<file path="src/rtl/clkgen_prog_pkg.sv">
// Shared types and constants for the DCM_CLKGEN run-time programming sequencer.
// Command words go out LSB first: the 2-bit prefix, then the 8-bit value.
package clkgen_prog_pkg;

   typedef enum logic [3:0] {
      ST_IDLE      = 4'd0,
      ST_LOAD_D    = 4'd1,
      ST_GAP_D     = 4'd2,
      ST_LOAD_M    = 4'd3,
      ST_GAP_M     = 4'd4,
      ST_GO        = 4'd5,
      ST_WAIT_DONE = 4'd6,
      ST_WAIT_LOCK = 4'd7,
      ST_ERR       = 4'd8
   } state_e;

   localparam logic [1:0] CMD_LOAD_D = 2'b01;
   localparam logic [1:0] CMD_LOAD_M = 2'b11;
   localparam logic       CMD_GO     = 1'b0;

   localparam logic [1:0] ERR_NONE     = 2'b00;
   localparam logic [1:0] ERR_PARAM    = 2'b01;
   localparam logic [1:0] ERR_DONE_TMO = 2'b10;
   localparam logic [1:0] ERR_LOCK_TMO = 2'b11;

   localparam logic [3:0] CMD_LEN = 4'd10;

   // Bit idx of the serial command word {val, cmd}.
   function automatic logic cmd_bit(input logic [1:0] cmd, input logic [7:0] val,
                                    input logic [3:0] idx);
      logic [9:0] word;
      word = {val, cmd};
      return (idx < CMD_LEN) ? word[idx] : 1'b0;
   endfunction

endpackage

</file>
<file path="src/rtl/clkgen_sync2.sv">
// Generic two-flop synchroniser for a single asynchronous level input.
module clkgen_sync2 (
   input  logic clk_i,
   input  logic rst_n_i,
   input  logic d_i,
   output logic q_o
);

   logic meta_q;
   logic sync_q;

   // Two-stage capture of the asynchronous input.
   always_ff @(posedge clk_i or negedge rst_n_i) begin
      if (!rst_n_i) begin
         meta_q <= 1'b0;
         sync_q <= 1'b0;
      end else begin
         meta_q <= d_i;
         sync_q <= meta_q;
      end
   end

   assign q_o = sync_q;

endmodule

</file>
<file path="src/rtl/clkgen_prog_ctrl.sv">
// Serialises LoadD / LoadM / GO onto the DCM_CLKGEN PROG port, then waits for
// PROGDONE and LOCKED with a saturating timeout. All outputs come from flops.
module clkgen_prog_ctrl
   import clkgen_prog_pkg::*;
#(
   parameter int TIMEOUT_W  = 16,
   parameter int GAP_CYCLES = 2
) (
   input  logic       wb_clk_i,
   input  logic       rst_n_i,
   input  logic       start_i,
   input  logic [7:0] m_i,
   input  logic [7:0] d_i,
   output logic       busy_o,
   output logic       done_o,
   output logic       err_o,
   output logic [1:0] err_code_o,
   output logic       prog_en_o,
   output logic       prog_data_o,
   input  logic       progdone_i,
   input  logic       locked_i
);

   localparam int GAP_W = (GAP_CYCLES > 1) ? $clog2(GAP_CYCLES) : 1;
   localparam logic [GAP_W-1:0]     GAP_LAST = GAP_W'(GAP_CYCLES - 1);
   localparam logic [TIMEOUT_W-1:0] TMO_MAX  = {TIMEOUT_W{1'b1}};
   localparam logic [TIMEOUT_W-1:0] TMO_ONE  = TIMEOUT_W'(1'b1);

   state_e               state_q, state_d;
   logic [3:0]           bit_cnt_q, bit_cnt_d;
   logic [GAP_W-1:0]     gap_cnt_q, gap_cnt_d;
   logic [TIMEOUT_W-1:0] tmo_cnt_q, tmo_cnt_d, tmo_inc_s;
   logic [7:0]           m_enc_q, m_enc_d, d_enc_q, d_enc_d;
   logic                 accept_s, progdone_sync_s, locked_sync_s;
   logic                 busy_q, busy_d, done_q, done_d, err_q, err_d;
   logic [1:0]           err_code_q, err_code_d;
   logic                 prog_en_q, prog_en_d, prog_data_q, prog_data_d;

   clkgen_sync2 u_sync_progdone (
      .clk_i   (wb_clk_i),
      .rst_n_i (rst_n_i),
      .d_i     (progdone_i),
      .q_o     (progdone_sync_s)
   );

   clkgen_sync2 u_sync_locked (
      .clk_i   (wb_clk_i),
      .rst_n_i (rst_n_i),
      .d_i     (locked_i),
      .q_o     (locked_sync_s)
   );

   assign tmo_inc_s = (tmo_cnt_q == TMO_MAX) ? TMO_MAX : tmo_cnt_q + TMO_ONE;

   // State, counters, latched ratio and output flops.
   always_ff @(posedge wb_clk_i or negedge rst_n_i) begin
      if (!rst_n_i) begin
         state_q     <= ST_IDLE;
         bit_cnt_q   <= 4'd0;
         gap_cnt_q   <= {GAP_W{1'b0}};
         tmo_cnt_q   <= {TIMEOUT_W{1'b0}};
         m_enc_q     <= 8'd0;
         d_enc_q     <= 8'd0;
         busy_q      <= 1'b0;
         done_q      <= 1'b0;
         err_q       <= 1'b0;
         err_code_q  <= ERR_NONE;
         prog_en_q   <= 1'b0;
         prog_data_q <= 1'b0;
      end else begin
         state_q     <= state_d;
         bit_cnt_q   <= bit_cnt_d;
         gap_cnt_q   <= gap_cnt_d;
         tmo_cnt_q   <= tmo_cnt_d;
         m_enc_q     <= m_enc_d;
         d_enc_q     <= d_enc_d;
         busy_q      <= busy_d;
         done_q      <= done_d;
         err_q       <= err_d;
         err_code_q  <= err_code_d;
         prog_en_q   <= prog_en_d;
         prog_data_q <= prog_data_d;
      end
   end

   // Next-state logic; counters fall back to zero whenever a phase ends.
   always_comb begin
      state_d   = state_q;
      bit_cnt_d = 4'd0;
      gap_cnt_d = {GAP_W{1'b0}};
      tmo_cnt_d = {TIMEOUT_W{1'b0}};
      m_enc_d   = m_enc_q;
      d_enc_d   = d_enc_q;
      accept_s  = 1'b0;
      case (state_q)
         ST_IDLE: begin
            if (start_i) begin
               accept_s = 1'b1;
               m_enc_d  = m_i - 8'd1;
               d_enc_d  = d_i - 8'd1;
               if ((m_i < 8'd2) || (d_i == 8'd0)) begin
                  state_d = ST_ERR;
               end else begin
                  state_d = ST_LOAD_D;
               end
            end else begin
               state_d = ST_IDLE;
            end
         end
         ST_LOAD_D, ST_LOAD_M: begin
            if (bit_cnt_q == CMD_LEN - 4'd1) begin
               state_d = (state_q == ST_LOAD_D) ? ST_GAP_D : ST_GAP_M;
            end else begin
               bit_cnt_d = bit_cnt_q + 4'd1;
            end
         end
         ST_GAP_D, ST_GAP_M: begin
            if (gap_cnt_q == GAP_LAST) begin
               state_d = (state_q == ST_GAP_D) ? ST_LOAD_M : ST_GO;
            end else begin
               gap_cnt_d = gap_cnt_q + GAP_W'(1'b1);
            end
         end
         ST_GO:        state_d = ST_WAIT_DONE;
         ST_WAIT_DONE: begin
            if (progdone_sync_s) begin
               state_d = ST_WAIT_LOCK;
            end else if (tmo_inc_s == TMO_MAX) begin
               state_d = ST_ERR;
            end else begin
               tmo_cnt_d = tmo_inc_s;
            end
         end
         ST_WAIT_LOCK: begin
            if (locked_sync_s) begin
               state_d = ST_IDLE;
            end else if (tmo_inc_s == TMO_MAX) begin
               state_d = ST_ERR;
            end else begin
               tmo_cnt_d = tmo_inc_s;
            end
         end
         ST_ERR:  state_d = ST_IDLE;
         default: state_d = ST_IDLE;
      endcase
   end

   // Output decode from the upcoming state so the flops line up with it.
   // busy stays high through the ERR cycle and drops as ERR returns to IDLE.
   always_comb begin
      prog_en_d   = 1'b0;
      prog_data_d = 1'b0;
      case (state_d)
         ST_LOAD_D: begin
            prog_en_d   = 1'b1;
            prog_data_d = cmd_bit(CMD_LOAD_D, d_enc_d, bit_cnt_d);
         end
         ST_LOAD_M: begin
            prog_en_d   = 1'b1;
            prog_data_d = cmd_bit(CMD_LOAD_M, m_enc_d, bit_cnt_d);
         end
         ST_GO: begin
            prog_en_d   = 1'b1;
            prog_data_d = CMD_GO;
         end
         default: begin
            prog_en_d   = 1'b0;
            prog_data_d = 1'b0;
         end
      endcase
      busy_d     = (state_d != ST_IDLE);
      done_d     = (state_q == ST_WAIT_LOCK) && (state_d == ST_IDLE);
      err_d      = err_q;
      err_code_d = err_code_q;
      if (state_d == ST_ERR) begin
         err_d = 1'b1;
         case (state_q)
            ST_IDLE:      err_code_d = ERR_PARAM;
            ST_WAIT_DONE: err_code_d = ERR_DONE_TMO;
            ST_WAIT_LOCK: err_code_d = ERR_LOCK_TMO;
            default:      err_code_d = err_code_q;
         endcase
      end else if (accept_s) begin
         err_d      = 1'b0;
         err_code_d = ERR_NONE;
      end else begin
         err_d      = err_q;
         err_code_d = err_code_q;
      end
   end

   assign busy_o      = busy_q;
   assign done_o      = done_q;
   assign err_o       = err_q;
   assign err_code_o  = err_code_q;
   assign prog_en_o   = prog_en_q;
   assign prog_data_o = prog_data_q;

endmodule

</file>
<file path="config.mk">
export PLATFORM = sky130hd
export DESIGN_NAME = clkgen_prog_ctrl
export DESIGN_NICKNAME = d
export VERILOG_FILES = /design/src/rtl/clkgen_prog_pkg.sv /design/src/rtl/clkgen_sync2.sv /design/src/rtl/clkgen_prog_ctrl.sv
export SDC_FILE = /design/constraint.sdc
export NUM_CORES = 1
export LEC_CHECK = 0
export BUFFER_PORTS_ARGS = -buffer_cell sky130_fd_sc_hd__buf_2
export CAP_MARGIN = 20
export CORE_MARGIN = 2
export CORE_UTILIZATION = 40
export DETAILED_ROUTE_END_ITERATION = 16
export GPL_ROUTABILITY_DRIVEN = 0
export PLACE_DENSITY = 0.53
export SYNTH_ARGS = -nofsm -noshare
export SYNTH_HDL_FRONTEND = slang
export SYNTH_SLANG_ARGS = --single-unit
export TNS_END_PERCENT = 1
</file>
<file path="constraint.sdc">
create_clock -name wb_clk_i -period 3.03 [get_ports wb_clk_i]
set_input_delay 0.4545 -clock wb_clk_i [delete_from_list [all_inputs] [get_ports wb_clk_i]]
set_output_delay 0.4545 -clock wb_clk_i [all_outputs]
set_load 0.01 [all_outputs]
</file>
* Yosys cells after proc, flatten, opt, wreduce, memory -nomap -nowiden *
Index checks and enable logic that the tools add are counted.

storage, ports and cells
  logic and storage cells = 88
  output and inout port bits = 7
  register bits = 52

operators by class
  reductions and logical operators = 11
  equal/unequal tests = 15
  muxes and demuxes = 38
  $add $sub $neg = 5
  $lt $le $gt $ge = 3

operator list
  operator                                                                       count
  16-bit 2-to-1 mux                                                              4
  4-bit 2-to-1 mux                                                               9
  16-bit equality test (second input constant)                                   2
  8-bit 2-to-1 mux                                                               4
  16-bit case mux with 2 select lines                                            1
  4-bit case mux with 6 select lines                                             1
  4-bit by 3-bit equality test with 1-bit output (second input constant)         5
  16-bit by 1-bit adder with 16-bit output (second input constant)               1
  8-bit by 1-bit subtractor with 8-bit output (second input constant)            2
  4-bit by 2-bit equality test with 1-bit output (second input constant)         3
  1-bit 2-to-1 mux                                                               11
  1-bit binary-select mux with 4-bit select                                      2
  4-bit by 1-bit equality test with 1-bit output (second input constant)         2
  4-bit equality test (second input constant)                                    2
  4-bit zero test                                                                2
  8-bit zero test                                                                1
  8-bit by 2-bit less-than comparator with 1-bit output (second input constant)  1
  3-bit 2-to-1 mux                                                               2
  2-bit case mux with 3 select lines                                             1
  4-bit by 5-bit less-than comparator with 1-bit output (second input constant)  1
  4-bit by 1-bit adder with 4-bit output (second input constant)                 1
  4-bit less-than comparator (second input constant)                             1
  2-bit 2-to-1 mux                                                               2
  4-bit by 2-bit inequality test with 1-bit output (second input constant)       1
  9 further kinds                                                                10

* Depth between registers and ports, before layout *
Gate-level depths: netlist (run 1).

  depth in word-level cells = 9
  mapped depth = 10

* Hierarchy *
From an unflattened synthesis (run 1), not the netlist that was laid out.

unflattened totals
  cell total of the unflattened synthesis = 292
  area, all modules = 2864.0 um2

by module, submodules not included
  module            cells an instance  sequential area each (um2)  area each (um2)  times used
  clkgen_prog_ctrl  288                1201.2                      2763.9           1
  clkgen_sync2      2                  50.0                        50.0             2

* Worst setup path after synthesis (run 1) *
OpenSTA, ideal clock, no wires.

  path type = reg2reg
  from = register tmo_cnt_q[0]
  to = register busy_q (netlist: busy_o)
  cell stages (with the launch flop) = 8
  required time = 2.901 ns
  slack = 0.487 ns
  buffers on the path = 0
  clock period less this slack = 2.543 ns
  data arrival time = 2.415 ns
  cells stage by stage = dfrtp_1 > ha_1 > nand3_4 > nor3_1 > or4b_1 > a2111oi_4 > a31oi_2 > a2111o_1

between the ends
  word-level cells in the longest chain between the ends = 7
  elaborated cells between the ends (all ways) = 9
  classes of those cells = 1 x add/sub; 2 x eq/ne; 5 x mux; 1 x reduce/logical

RTL lines
  what                                                                              line                                              RTL
  from (decl)                                                                       clkgen_prog_ctrl.sv:32                            logic [TIMEOUT_W-1:0] tmo_cnt_q, tmo_cnt_d, tmo_inc_s;
  from (signal assigned)                                                            clkgen_prog_ctrl.sv:61                            tmo_cnt_q <= {TIMEOUT_W{1'b0}};
  from (signal assigned)                                                            clkgen_prog_ctrl.sv:74                            tmo_cnt_q <= tmo_cnt_d;
  16-bit by 1-bit adder with 16-bit output or 16-bit equality test (tied branches)  clkgen_prog_ctrl.sv:53                            assign tmo_inc_s = (tmo_cnt_q == TMO_MAX) ? TMO_MAX : tmo_cnt_q + TMO_ONE;
  16-bit 2-to-1 mux *                                                               clkgen_prog_ctrl.sv:53
  16-bit equality test *                                                            clkgen_prog_ctrl.sv:128, clkgen_prog_ctrl.sv:137
  4-bit 2-to-1 mux *                                                                clkgen_prog_ctrl.sv:128, clkgen_prog_ctrl.sv:137
  4-bit 2-to-1 mux, on equally long branches                                        clkgen_prog_ctrl.sv:135, clkgen_prog_ctrl.sv:126
  4-bit case mux with 6 select lines *                                              clkgen_prog_ctrl.sv:95                            case (state_q)
  net state_d[2]                                                                    clkgen_prog_ctrl.sv:29                            state_e state_q, state_d;
  4-bit nonzero test *                                                              clkgen_prog_ctrl.sv:171                           busy_d = (state_d != ST_IDLE);
  net busy_d                                                                        clkgen_prog_ctrl.sv:35                            logic busy_q, busy_d, done_q, done_d, err_q, err_d;
  to (signal assigned)                                                              clkgen_prog_ctrl.sv:77                            busy_q <= busy_d;
  to (decl)                                                                         clkgen_prog_ctrl.sv:35

The timed path passes the listed nets; every way through them passes the cells marked *.
A chain may end at the register's enable or synchronous reset.

* Worst setup path in the final report (run 1) *
Ends and elaborated chain as after synthesis.

==> results of run 1 <==
==> where the power goes <==
group	leakage, nW	internal (mW)	switching [mW]
Sequential	0.657	0.872	0.103
Clock	0.0552	0.245	0.220
Combinational	0.708	0.428	0.593
Total	1.42	1.55	0.916
==> state kept, by name (all words and copies together) (netlist names), 2 cells and up <==
name        flops
err_code_o      2
d_enc_q         8
tmo_cnt_q      16
m_enc_q         8
bit_cnt_q       4
state_q         4
==> cells in the mapped netlist (all sizes together) (4+ instances only) <==
master	count	area, um^2
a311oi	4	35.0
and3	5	31.3
ha	6	75.1
nor2	29	109
nand2	23	86.3
buf	8	41.3
nor3b	5	37.5
inv	14	52.6
nor4	4	40.0
xnor2	20	175
nand4	5	61.3
nand3	9	57.6
a21oi	30	150
o21ai	15	75.1
dfrtp	52	1300
a31oi	9	62.6
xor2	6	52.6
nor3	12	60.1
==> kinds of logic after synthesis <==
family	count (synthesis)	synth area share [%]
adder cells (fa/ha/maj)	6	2.48
AO/OA/AOI/OAI	91	20.5
XOR/XNOR	26	7.52
flip-flops	52	43.0
AND/OR/NAND/NOR	114	21.9
multiplexers	3	0.992
buffers and inverters	26	3.60
==> placed cells by master, fill, tap and decap left out, types with 3 or more instances in the layout <==
cell and instances:
mux2i_1 3, xor2_1 6, a21boi_0 3, buf_2 27, o21ai_0 15, nor4_1 3, a311oi_1 4, and3_1 5
nor3b_1 5, nand2b_1 3, a21o_1 3, nand3_1 8, xnor2_1 20, o31ai_1 3, a31oi_1 8, nand4_1 3
nand3b_1 3, buf_4 11, a31o_2 3, nor3_1 12, inv_1 14, clkbuf_8 5, nand2_1 23, ha_1 6
a21oi_1 30, nor2_1 29, or2_2 3, dfrtp_1 52
==> area by class of cell <==
class	count	area, um^2	share of cell area [%]
well taps	99	124	3.62
clock buffers	6	72.6	2.12
flip-flops and latches	52	1300	38.0
inverters	15	56.3	1.64
clock inverters	2	35.0	1.02
multi-input cells	240	1620	47.2
repair buffers	38	218	6.36
==> path summary, 6_finish.rpt <==
kind	cells after the start	to	startpoint	slack (ns)
max in group asynchronous	2	d_enc_q[2]	rst_n_i	2.18
min in group wb_clk_i	1	u_sync_progdone.meta_q	progdone_i	0.26
max	7	busy_o	tmo_cnt_q[0]	0.25
min	1	gap_cnt_q	rst_n_i	0.08
max reg2reg	7	busy_o	tmo_cnt_q[0]	0.25
min reg2reg	0	u_sync_locked.q_o	u_sync_locked.meta_q	0.36
==> metrics by stage <==
stage | worst slack, ns | hold slack (ns) | area, um^2 | util, %
4_1_cts | 0.255 | 0.0943 | 3420 | 46.9
3_5_place_dp | 0.265 | 0.339 | 3320 | 45.5
6_report | 0.253 | 0.0757 | 3420 | 46.9
5_1_grt | 0.0584 | 0.0998 | 3420 | 46.9
3_3_place_gp | 0.352 | 0.339 | 3320 | 45.5
2_1_floorplan | 0.487 | 0.159 | 3030 | -
==> critical path, cell delays in order (launching register included) <==
cell and delay, ns:
dfrtp_1 0.46, ha_1 0.32, nand3_4 0.16, nor3_1 0.10, or4b_1 0.56, a2111oi_4 0.46
a31oi_2 0.23, a2111o_1 0.38
==> metal layers <==
| layer | track usage [%] | part of all wire [%] |
|---|---|---|
| met5 | 0 | 0 |
| met3 | 2.74 | 3.9 |
| met2 | 25.1 | 43 |
| met1 | 27.1 | 53 |
| met4 | 4.17 | 0.53 |
==> results.toml, run 1 <==
[outcome]
status = "finished, final reports clean"

[drt]
route.detailed.drc = 0
antenna_left = 0
vias = 2411
wire_per_inst_um = 14.9
vias_per_cell = 5.33
dr.pass1.iters = 4
drt-initial-drc-count = 105
wl_mm = 6.76

[yosys]
syn_area_um2 = 3030
ys.flop_type = "dfrtp_1"
ys_ff_latch = 52
synth_cell_types = 59
ys_warn_count = 0
synth_seq_area_share_pct = 43.0
syn_inst = 318
avgSynthCellArea_um2 = 9.52
async_flop_share_pct = 100
synth_edf_count = 0
synth_fp_nets = 345

[cts]
cts_buffers = 5
clk_latency_ns = 0.30
cts-root-buf = "clkbuf_8"
clockBufferDepth = 2
cts-resized-gates = 0
cts.sinks = 52
clkSlewWorstSetupHoldPaths_ns = 0.09
hold_buffers = 0
cts_max_level = 2
postCtsSetupBuffers = 0
cts_tree = "built"

[sta]
finalSetupViolCount = 0
rsz0062_at_grt = "false"
setup_tns_ns = 0
worstMarginPinSlew_ns = 0.554
finalHoldViolations = 0
slew_viol_final = 0
relSlewSlack_pct = 62.7
fin_crit_sh_pct = 91.6
fin_crit_ns = 2.78
finClkSkew_ns = 0.00310
timing.fmax_mhz = 360

[finish]
fillers = 754
nets = 379
final_cells = 452
areaGrowthSynthToFinish_pct = 13.1
antenna_cells = 0
layout-drive-gt1-share_pct = 17.0

[global_route]
antenna_found_initial = 0
overflow = 0
grtUsageTotal_pct = 17.4
grt_pass1_wl_mm = 11.6
grt_max_degree = 35
grt_pass1_vias = 2333

[hold_path]
min_path_type = "primary input to asynchronous set/reset pin"

[pwr]
peakVddDrop_mv = 0.228
leakagePower_nw = 1.42
power_mw = 2.46
powerDensity_nw_per_um2 = 719

[worst_setup_path]
startpoint_type = "register"
cp.required_ns = 3.22
crit_fanout = 9
worst_ep_arrival_time_ns = 2.96
crit_path_end_kind = "register"
path_class = "register to register"

[placement]
placed_cells = 444
place.detailed.hpwl_mm = 5.19
port_buffers = 27

[flow_run]
max_cap_violations = 0

[floorplanning]
die_y_um = 91.0
die_w_um = 91.0
start_util_pct = 41.5
coreArea_um2 = 7290
row_count = 31
boundaryPins = 28
die_area_um2 = 8280
Power figures use the tool's default switching activity.
==> run 2, diff against run 1 <==
==> constraint.sdc (replaced) <==
create_clock -name wb_clk_i -period 3.03 [get_ports wb_clk_i]
set_input_delay 0.1515 -clock wb_clk_i [delete_from_list [all_inputs] [get_ports wb_clk_i]]
set_output_delay 0.1515 -clock wb_clk_i [all_outputs]
set_load 0.01 [all_outputs]
==> results.toml, run 2 (synthesized netlist as in run 1, its figures left out) <==
[flow_run]
max_cap_violations = 0

[sta]
finalHoldViolations = 0
setup_tns_ns = 0
finClkSkew_ns = 0.00753
worstMarginPinSlew_ns = 0.765
finalSetupViolCount = 0
slew_viol_final = 0
relSlewSlack_pct = 49.0
timing.fmax_mhz = 364
rsz0062_at_grt = "false"
fin_crit_ns = 2.75
fin_crit_sh_pct = 90.7

[cts]
clkSlewWorstSetupHoldPaths_ns = 0.10
postCtsSetupBuffers = 0
cts-root-buf = "clkbuf_8"
clockBufferDepth = 2
cts_tree = "built"
cts_max_level = 2
clk_latency_ns = 0.31
cts_buffers = 5
cts.sinks = 52

[finish]
regMostFlops = "tmo_cnt_q"
nets = 382
antenna_cells = 0
layout_commonest_cell = "dfrtp_1"
fin_area_um2 = 3450
areaGrowthSynthToFinish_pct = 13.9
largest_register_ff_count = 16
layout_common_cells = "dfrtp_1 (52), a21oi_1 (30), nor2_1 (29)"
layout-drive-gt1-share_pct = 17.4
largest_registers = "tmo_cnt_q x16, d_enc_q x8, m_enc_q x8"

[worst_setup_path]
r2r-end = "busy_o"
reg2reg_from = "tmo_cnt_q[0]"
cp.required_ns = 3.22
crit_fanout = 9
critPathLaunch = "tmo_cnt_q[0]"
cp_num_cells = 7
worst_ep_arrival_time_ns = 2.94
path_cells = "ha_1 > nand3_4 > nor3_2 > or4b_1 > a2111oi_4 > a31oi_2 > a2111o_1"
setup.worst_path.end = "busy_o"
path_class = "register to register"
crit_path_end_kind = "register"
worst-path-buf-inv = 0
startpoint_type = "register"
crit_slowest_cell = "or4b_1"
crit_family = "compound AO/OA/AOI/OAI gates"
slowest_delay_ns = 0.56
regToRegSetupSlack_ns = 0.28
r2r_cells = 7

[drt]
vias_per_cell = 5.37
dr.pass1.iters = 4
wire_per_inst_um = 15.2
wl_mm = 6.91
drt-initial-drc-count = 73
antenna_left = 0
vias = 2442
route.detailed.drc = 0

[outcome]
status = "finished, final reports clean"

[floorplanning]
die_y_um = 91.0
die_w_um = 91.0
row_count = 31
start_util_pct = 41.5
die_area_um2 = 8280
coreArea_um2 = 7290
boundaryPins = 28

[placement]
place_area_um2 = 3320
port_buffers = 27
place.detailed.hpwl_mm = 5.16

[pwr]
powerDensity_nw_per_um2 = 704
peakVddDrop_mv = 0.307
leakagePower_nw = 1.43
power_mw = 2.43

[global_route]
grt-busiest-layer = "met1"
grt_pass1_vias = 2368
grtUsageTotal_pct = 18.2
grt_use_met2_pct = 25.8
overflow = 0
antenna_found_initial = 0
grt_max_degree = 34
grt_pass1_wl_mm = 12.2
gr-usage-met3_pct = 3.40
met1_usage_pct = 28.5

[hold_path]
min_path_type = "primary input to register"
==> run 2: cell types whose count changed in the layout (fill, tap and decap cells not counted) <==
cell and delta:
clkbuf_1 -1, nor3_2 +1, dlygate4sd3_1 +3, bufinv_16 -1, clkbuf_8 +1, nor3_1 -1, inv_6 +1
==> run 2: worst min-delay path by stage <==
stage,start,endpoint,slack (ns),cells after the start
after detailed placement,rst_n_i,gap_cnt_q,0.26,1
after global placement,rst_n_i,gap_cnt_q,0.26,1
final,d_i[0],d_enc_q[0],0.14,2
after global routing,d_i[0],d_enc_q[0],0.13,2
after floorplan,rst_n_i,bit_cnt_q[0],-0.14,0
after CTS,d_i[0],d_enc_q[0],0.12,2
==> run 2: cell type report <==
type	instances	area, um^2
fillers	747	3840
multi-input cells	240	1620
flip-flops and latches	52	1300
repair buffers	41	248
well taps	99	124
clock buffers	6	82.6
inverters	15	56.3
clock inverters	2	13.8
==> run 2: metrics by stage <==
step                      hold WS [ns]  instances  utilization (%)  setup WS, ns
after floorplan                 -0.144        318                -         0.487
after global placement           0.259        444             45.5         0.354
after detailed placement         0.263        444             45.5         0.282
after CTS                        0.122        455             47.2         0.254
after global routing             0.129        455             47.3        0.0640
final                            0.141        455             47.3         0.282
==> run 2: per-layer routing <==
layer,vias to the layer above,share of wire (%)
li1,1236,-
met1,1156,54
met2,44,41
met3,6,3.7
met4,0,0.94
met5,-,0
==> run 2: where the power goes <==
part           internal [mW]  switching, mW
Sequential             0.872          0.101
Combinational          0.431          0.599
Clock                  0.187          0.238
==> run 2: what timing repair did <==
item | 4_1_cts | 5_1_grt
endpoints found under the hold margin | 34 | 0
gates resized for setup | 0 | 1
setup endpoints to repair | 0 | 4
hold buffers | 3 | 0
